File: src/rtl/axi_stream_dw_downsizer.sv
// rtl/axi_stream_dw_downsizer.sv - wide-to-narrow AXI4 Stream width converter
// Each captured rx beat is replayed as tx slices, LSB slice first, skipping trailing null slices.
module axi_stream_dw_downsizer #(
  parameter int unsigned RxDataWidth = 64,
  parameter int unsigned TxDataWidth = 32,
  parameter type rx_chan_t = struct packed {
    logic [RxDataWidth-1:0]   data;
    logic [RxDataWidth/8-1:0] strb;
    logic [RxDataWidth/8-1:0] keep;
    logic                     last;
    logic [3:0]               id;
    logic [3:0]               dest;
    logic [0:0]               user;
  },
  parameter type tx_chan_t = struct packed {
    logic [TxDataWidth-1:0]   data;
    logic [TxDataWidth/8-1:0] strb;
    logic [TxDataWidth/8-1:0] keep;
    logic                     last;
    logic [3:0]               id;
    logic [3:0]               dest;
    logic [0:0]               user;
  },
  parameter type rx_req_t = struct packed { logic tvalid; rx_chan_t t; },
  parameter type rx_rsp_t = struct packed { logic tready; },
  parameter type tx_req_t = struct packed { logic tvalid; tx_chan_t t; },
  parameter type tx_rsp_t = struct packed { logic tready; }
) (
  input  logic    clk_i,
  input  logic    rst_ni,
  input  rx_req_t rx_req_i,
  output rx_rsp_t rx_rsp_o,
  output tx_req_t tx_req_o,
  input  tx_rsp_t tx_rsp_i
);

  localparam int unsigned Ratio   = RxDataWidth / TxDataWidth;
  localparam int unsigned TxBytes = TxDataWidth / 8;
  localparam int unsigned IdxW    = (Ratio > 1) ? $clog2(Ratio) : 1;

  if ((RxDataWidth % TxDataWidth) != 0 || Ratio < 1 ||
      (RxDataWidth % 8) != 0 || (TxDataWidth % 8) != 0) begin : g_bad_widths
    $error("axi_stream_dw_downsizer: RxDataWidth must be a byte-aligned multiple of TxDataWidth");
  end

  logic            valid_q;
  rx_chan_t        beat_q;
  logic [IdxW-1:0] idx_q;
  logic [IdxW-1:0] end_q;
  logic [IdxW-1:0] end_d;
  logic            last_slice;
  logic            rx_hs;
  logic            tx_hs;

  // Highest slice carrying any kept byte; an all-null beat still emits slice 0.
  always_comb begin
    end_d = '0;
    for (int k = 0; k < int'(Ratio); k++) begin
      if (|rx_req_i.t.keep[k*TxBytes +: TxBytes]) begin
        end_d = IdxW'(k);
      end
    end
  end

  assign last_slice = valid_q && (idx_q == end_q);
  assign rx_hs      = rx_req_i.tvalid && rx_rsp_o.tready;
  assign tx_hs      = valid_q && tx_rsp_i.tready;

  always_comb begin
    rx_rsp_o        = '0;
    rx_rsp_o.tready = !valid_q || (last_slice && tx_rsp_i.tready);
  end

  always_comb begin
    tx_req_o        = '0;
    tx_req_o.tvalid = valid_q;
    tx_req_o.t.data = beat_q.data[idx_q*TxDataWidth +: TxDataWidth];
    tx_req_o.t.strb = beat_q.strb[idx_q*TxBytes +: TxBytes];
    tx_req_o.t.keep = beat_q.keep[idx_q*TxBytes +: TxBytes];
    tx_req_o.t.last = beat_q.last && (idx_q == end_q);
    tx_req_o.t.id   = beat_q.id;
    tx_req_o.t.dest = beat_q.dest;
    tx_req_o.t.user = beat_q.user;
  end

  // A new beat may load in the same cycle the last slice leaves, so no bubble.
  always_ff @(posedge clk_i or negedge rst_ni) begin
    if (!rst_ni) begin
      valid_q <= 1'b0;
      beat_q  <= '0;
      idx_q   <= '0;
      end_q   <= '0;
    end else if (rx_hs) begin
      valid_q <= 1'b1;
      beat_q  <= rx_req_i.t;
      idx_q   <= '0;
      end_q   <= end_d;
    end else if (tx_hs) begin
      if (last_slice) begin
        valid_q <= 1'b0;
        idx_q   <= '0;
      end else begin
        idx_q   <= idx_q + 1'b1;
      end
    end
  end

endmodule

File: config.mk
export PLATFORM = sky130hd
export DESIGN_NAME = axi_stream_dw_downsizer
export DESIGN_NICKNAME = d
export VERILOG_FILES = /design/src/rtl/axi_stream_dw_downsizer.sv
export SDC_FILE = /design/constraint.sdc
export NUM_CORES = 1
export LEC_CHECK = 0
export BUFFER_PORTS_ARGS = -buffer_cell sky130_fd_sc_hd__buf_2
export CAP_MARGIN = 20
export CORE_MARGIN = 2
export CORE_UTILIZATION = 54
export DETAILED_ROUTE_END_ITERATION = 10
export GPL_TIMING_DRIVEN = 0
export PLACE_DENSITY = 0.87
export SLEW_MARGIN = 20
export SYNTH_ARGS = -nofsm -noshare
export SYNTH_HDL_FRONTEND = slang
export SYNTH_SLANG_ARGS = --single-unit
export TNS_END_PERCENT = 20
File: constraint.sdc
create_clock -name clk_i -period 3.6 [get_ports clk_i]
set_input_delay 0.72 -clock clk_i [delete_from_list [all_inputs] [get_ports clk_i]]
set_output_delay 0.72 -clock clk_i [all_outputs]
set_load 0.005 [all_outputs]
# --- After elaboration in Yosys (flattened, before gate mapping) ---
# Index checks and enable logic that the tools add are counted.
totals:
  output_inout_bits: 52
  regBits: 93
  wordCells: 33
  input_bits: 94
classes:
  n_addsub: 1
  n_reduce_logical: 11
  muxes: 7
  shift: 3
  eq_ne: 1
ops:
  columns: ["op", "count"]
  rows:
  - ["64-bit by 7-bit variable part select with 32-bit output", 1]
  - ["8-bit by 4-bit variable part select with 4-bit output", 2]
  - ["1-bit 2-to-1 mux", 7]
  - ["1-bit logical AND", 5]
  - ["2-bit nonzero test", 2]
  - ["4-bit OR reduction", 1]
  - ["2-bit AND reduction", 1]
  - ["1-bit adder, second input constant", 1]
  - ["1-bit equality test", 1]
  - ["1-bit logical NOT", 1]
  - ["1-bit logical OR", 1]

# --- Longest topological paths before layout ---
logic_depth:
  depth_word: 7
  ltp_mapped: 5
  depth_no_buf: 3

# --- Worst setup path before layout ---
# No wires, ideal clock.
synth_path:
  kind: "register to output"
  from: "reg idx_q"
  to: "out tx_req_o[10] (netlist name)"
  setup_slack_ns: 1.720
  t_required_ns: 2.880
  arrival_time_ns: 1.160
  path_stages_with_launch: 4
  n_path_buf: 2
  path_cell_list: "dfrtp_1 > buf_6 > clkbuf_1 > mux2_2"
synth_lines:
  columns: ["element", "line_no", "text"]
  rows:
  - ["start: declaration", "48", "logic [IdxW-1:0] idx_q;"]
  - ["start signal: assignment", "103", "idx_q <= idx_q + 1'b1;"]
  - ["end: declaration", "33", "output tx_req_t tx_req_o,"]

==> flow_summary_export.csv <==
group,metric,value,unit
clock_network,cts_root_buf,"clkbuf_8",
floorplanning,die_y,91.3,um
pwr,vdd_ir_drop_max,0.472,mV
run,maxCapViolations,0,
detailed_routing,drtIter0Drc,33,
clock_network,clock_latency,350,ps
critical_path,critPathKind,"reg2out",
floorplanning,initial_core_util,56.2,%
critical_path,cpPeakStageDelay,530,ps
clock_network,path_clk_slew,90,ps
sta,maxSlewHeadroom,55.8,%
pwr,p_per_area,901,nW/um2
synthesis,ys_ff_latch,93,
critical_path,cp.arrival,1910,ps
synthesis,async_reset_ff_share,100,%
cells_and_area,drive_above_1_share,71.1,%
global_route,grt_use_total,21.3,%
sta,rsz0062_at_grt,"false",
cells_and_area,fin_nets,518,
placement,numPortBuffers,145,
clock_network,numCtsBuffers,9,
sta,fin_crit,2630,ps
synthesis,synth_top_area_cell,"dfrtp_1",
clock_network,cts_max_level,3,
synthesis,synth_top_flop_cell,"dfrtp_1",
floorplanning,die_width,91.3,um
placement,gp_congestion,0.739,
cells_and_area,fill_cells,504,
pwr,p_total,4.70,mW
global_route,antenna_found_initial,0,
floorplanning,rows,31,
synthesis,synth_area_leaders,"dfrtp_1, mux2_2, buf_4, buf_6, mux2_1",
synthesis,syn_inst,267,
sta,timing.final.crit_share,73.2,%
cells_and_area,multi_input_area,1580,um2
detailed_routing,ant_nets,0,
critical_path,path_cells,"buf_6 -> clkbuf_1 -> mux2_2 -> buf_2",
global_route,grt_pass1_vias,2929,
sta,clock_skew,8.08,ps
synthesis,synth.top_cell.area_share,56.5,%
clock_network,cts_setup_buffers,0,
global_route,grt_pass1_wl,13800,um
critical_path,cp-start-kind,"register",
cells_and_area,finalInstanceArea,5210,um2
global_route,grt_max_degree,57,
critical_path,end_kind,"primary output",
synthesis,syn_area,4120,um2
clock_network,post_cts_resized,0,
clock_network,cts.sinks,93,
critical_path,cp_max_fo,10,
hold_path,worst_hold_path_type,"in2async",
detailed_routing,wl_per_cell,16.3,um
detailed_routing,drtPass1Iterations,4,
synthesis,synth_edf_count,0,
floorplanning,core-area,7330,um2
sta,setup_tns,0,ps
clock_network,clock_path_buffers,2,
sta,slew_viol_final,0,
detailed_routing,routed_wl,8600,um
floorplanning,ios,146,
cells_and_area,seq_area,2330,um2
sta,worstMarginPinSlew,664,ps
detailed_routing,vias_per_cell,5.15,
sta,finalSetupViolCount,0,
synthesis,yosys_warnings,0,
placement,placed_area,5000,um2
sta,clock.fmax,0.380,GHz
synthesis,yosysSeqAreaShare,56.5,%
synthesis,synth.distinct_cells,19,
synthesis,yosysMostFrequentCell,"mux2_2",
clock_network,cts_tree,"done",
synthesis,syn-num-nets,361,
floorplanning,die_area,8340,um2
synthesis,syn_area_per_cell,15.4,um2
cells_and_area,fin_util,71.1,%
global_route,grt_overflow_total,0,
sta,hold_violations,0,
detailed_routing,drc,0,
cells_and_area,n_antenna_cell,0,
cells_and_area,area_growth,26.7,%
clock_network,postCtsHoldBufs,0,
synthesis,synth_top_cells_by_count,"mux2_2, dfrtp_1, buf_4",
outcome,status,"completed",
critical_path,reg2regPathDepth,5,
pwr,p_leak,2.45,nW
detailed_routing,via_count,2719,
critical_path,slowest_stage,"clkbuf_1",
critical_path,required,2880,ps
placement,dp_hpwl,6450,um
==> cell families (layout without fill, tap and decap cells) <==
family | after synthesis | in the layout | share of synthesized area [%]
mux | 131 | 131 | 35.8
xor+xnor | 1 | 1 | 0.395
compound gates | 7 | 7 | 1.22
simple gates | 8 | 8 | 1.03
flops | 93 | 93 | 56.5
buf+inv | 27 | 189 | 5.02
==> registers in the layout, indices dropped and copies added (netlist names) <==
name	flops
end_q	1
tx_req_o	9
valid_q	1
beat_q	81
idx_q	1
==> routing by layer <==
layer	GRT usage (%)	vias up	wire length (um)
li1	-	1250	-
met1	25.9	1347	3580
met2	36.9	102	4360
met3	3.82	20	416
met4	9.97	0	246
met5	0	-	0
==> metrics by stage <==
stage	hold WS (ps)	cells	setup WS [ps]
4_1_cts	252	528	907
3_3_place_gp	463	511	948
3_5_place_dp	476	512	1310
6_report	250	528	966
5_1_grt	278	528	874
2_1_floorplan	424	267	1720
==> path summary, 6_finish.rpt <==
| check | start | endpoint | slack (ps) |
|---|---|---|---|
| max in group asynchronous | rst_ni | beat_q[67]$_DFFE_PN0P_ | 2750 |
| min in group clk_i | beat_q[17]$_DFFE_PN0P_ | beat_q[17]$_DFFE_PN0P_ | 490 |
| min reg2reg | beat_q[17]$_DFFE_PN0P_ | beat_q[17]$_DFFE_PN0P_ | 490 |
| min | rst_ni | beat_q[78]$_DFFE_PN0P_ | 250 |
| max reg2reg | idx_q$_DFFE_PN0P_ | beat_q[83]$_DFFE_PN0P_ | 1740 |
| max | idx_q$_DFFE_PN0P_ | tx_req_o[25] | 970 |
==> power breakdown <==
group	total [mW]	internal, mW	switching (mW)
sequential	1.85	1.58	0.262
clock	0.747	0.392	0.356
combinational	2.11	1.31	0.798
total	4.70	3.28	1.42
==> cells in the final DEF (no fill, tap or decap), drive strengths merged, types with 2 or more instances in the layout <==
cell,synthesis,routed
nand2b,3,3
a21oi,2,2
nand2,2,2
dfrtp,93,93
inv,3,4
clkbuf,4,14
mux2,130,130
buf,20,166
o21ai,3,3
clkinv,0,2
bufinv,0,2
==> final cells by class <==
type | instances | share of cell area, %
plain buffers | 24 | 3.74
clock buffers | 10 | 2.45
clock inverters | 6 | 1.66
inverters | 3 | 0.216
multi-input cells | 147 | 30.4
flip-flops and latches | 93 | 44.6
well taps | 99 | 2.38
repair buffers | 146 | 14.6
==> worst max-delay path, delay by kind of cell (launching register included) <==
family,cells,cell delay (ps)
buf+inv,3,810
mux,1,410
flops,1,350
Power figures use the tool's default switching activity.
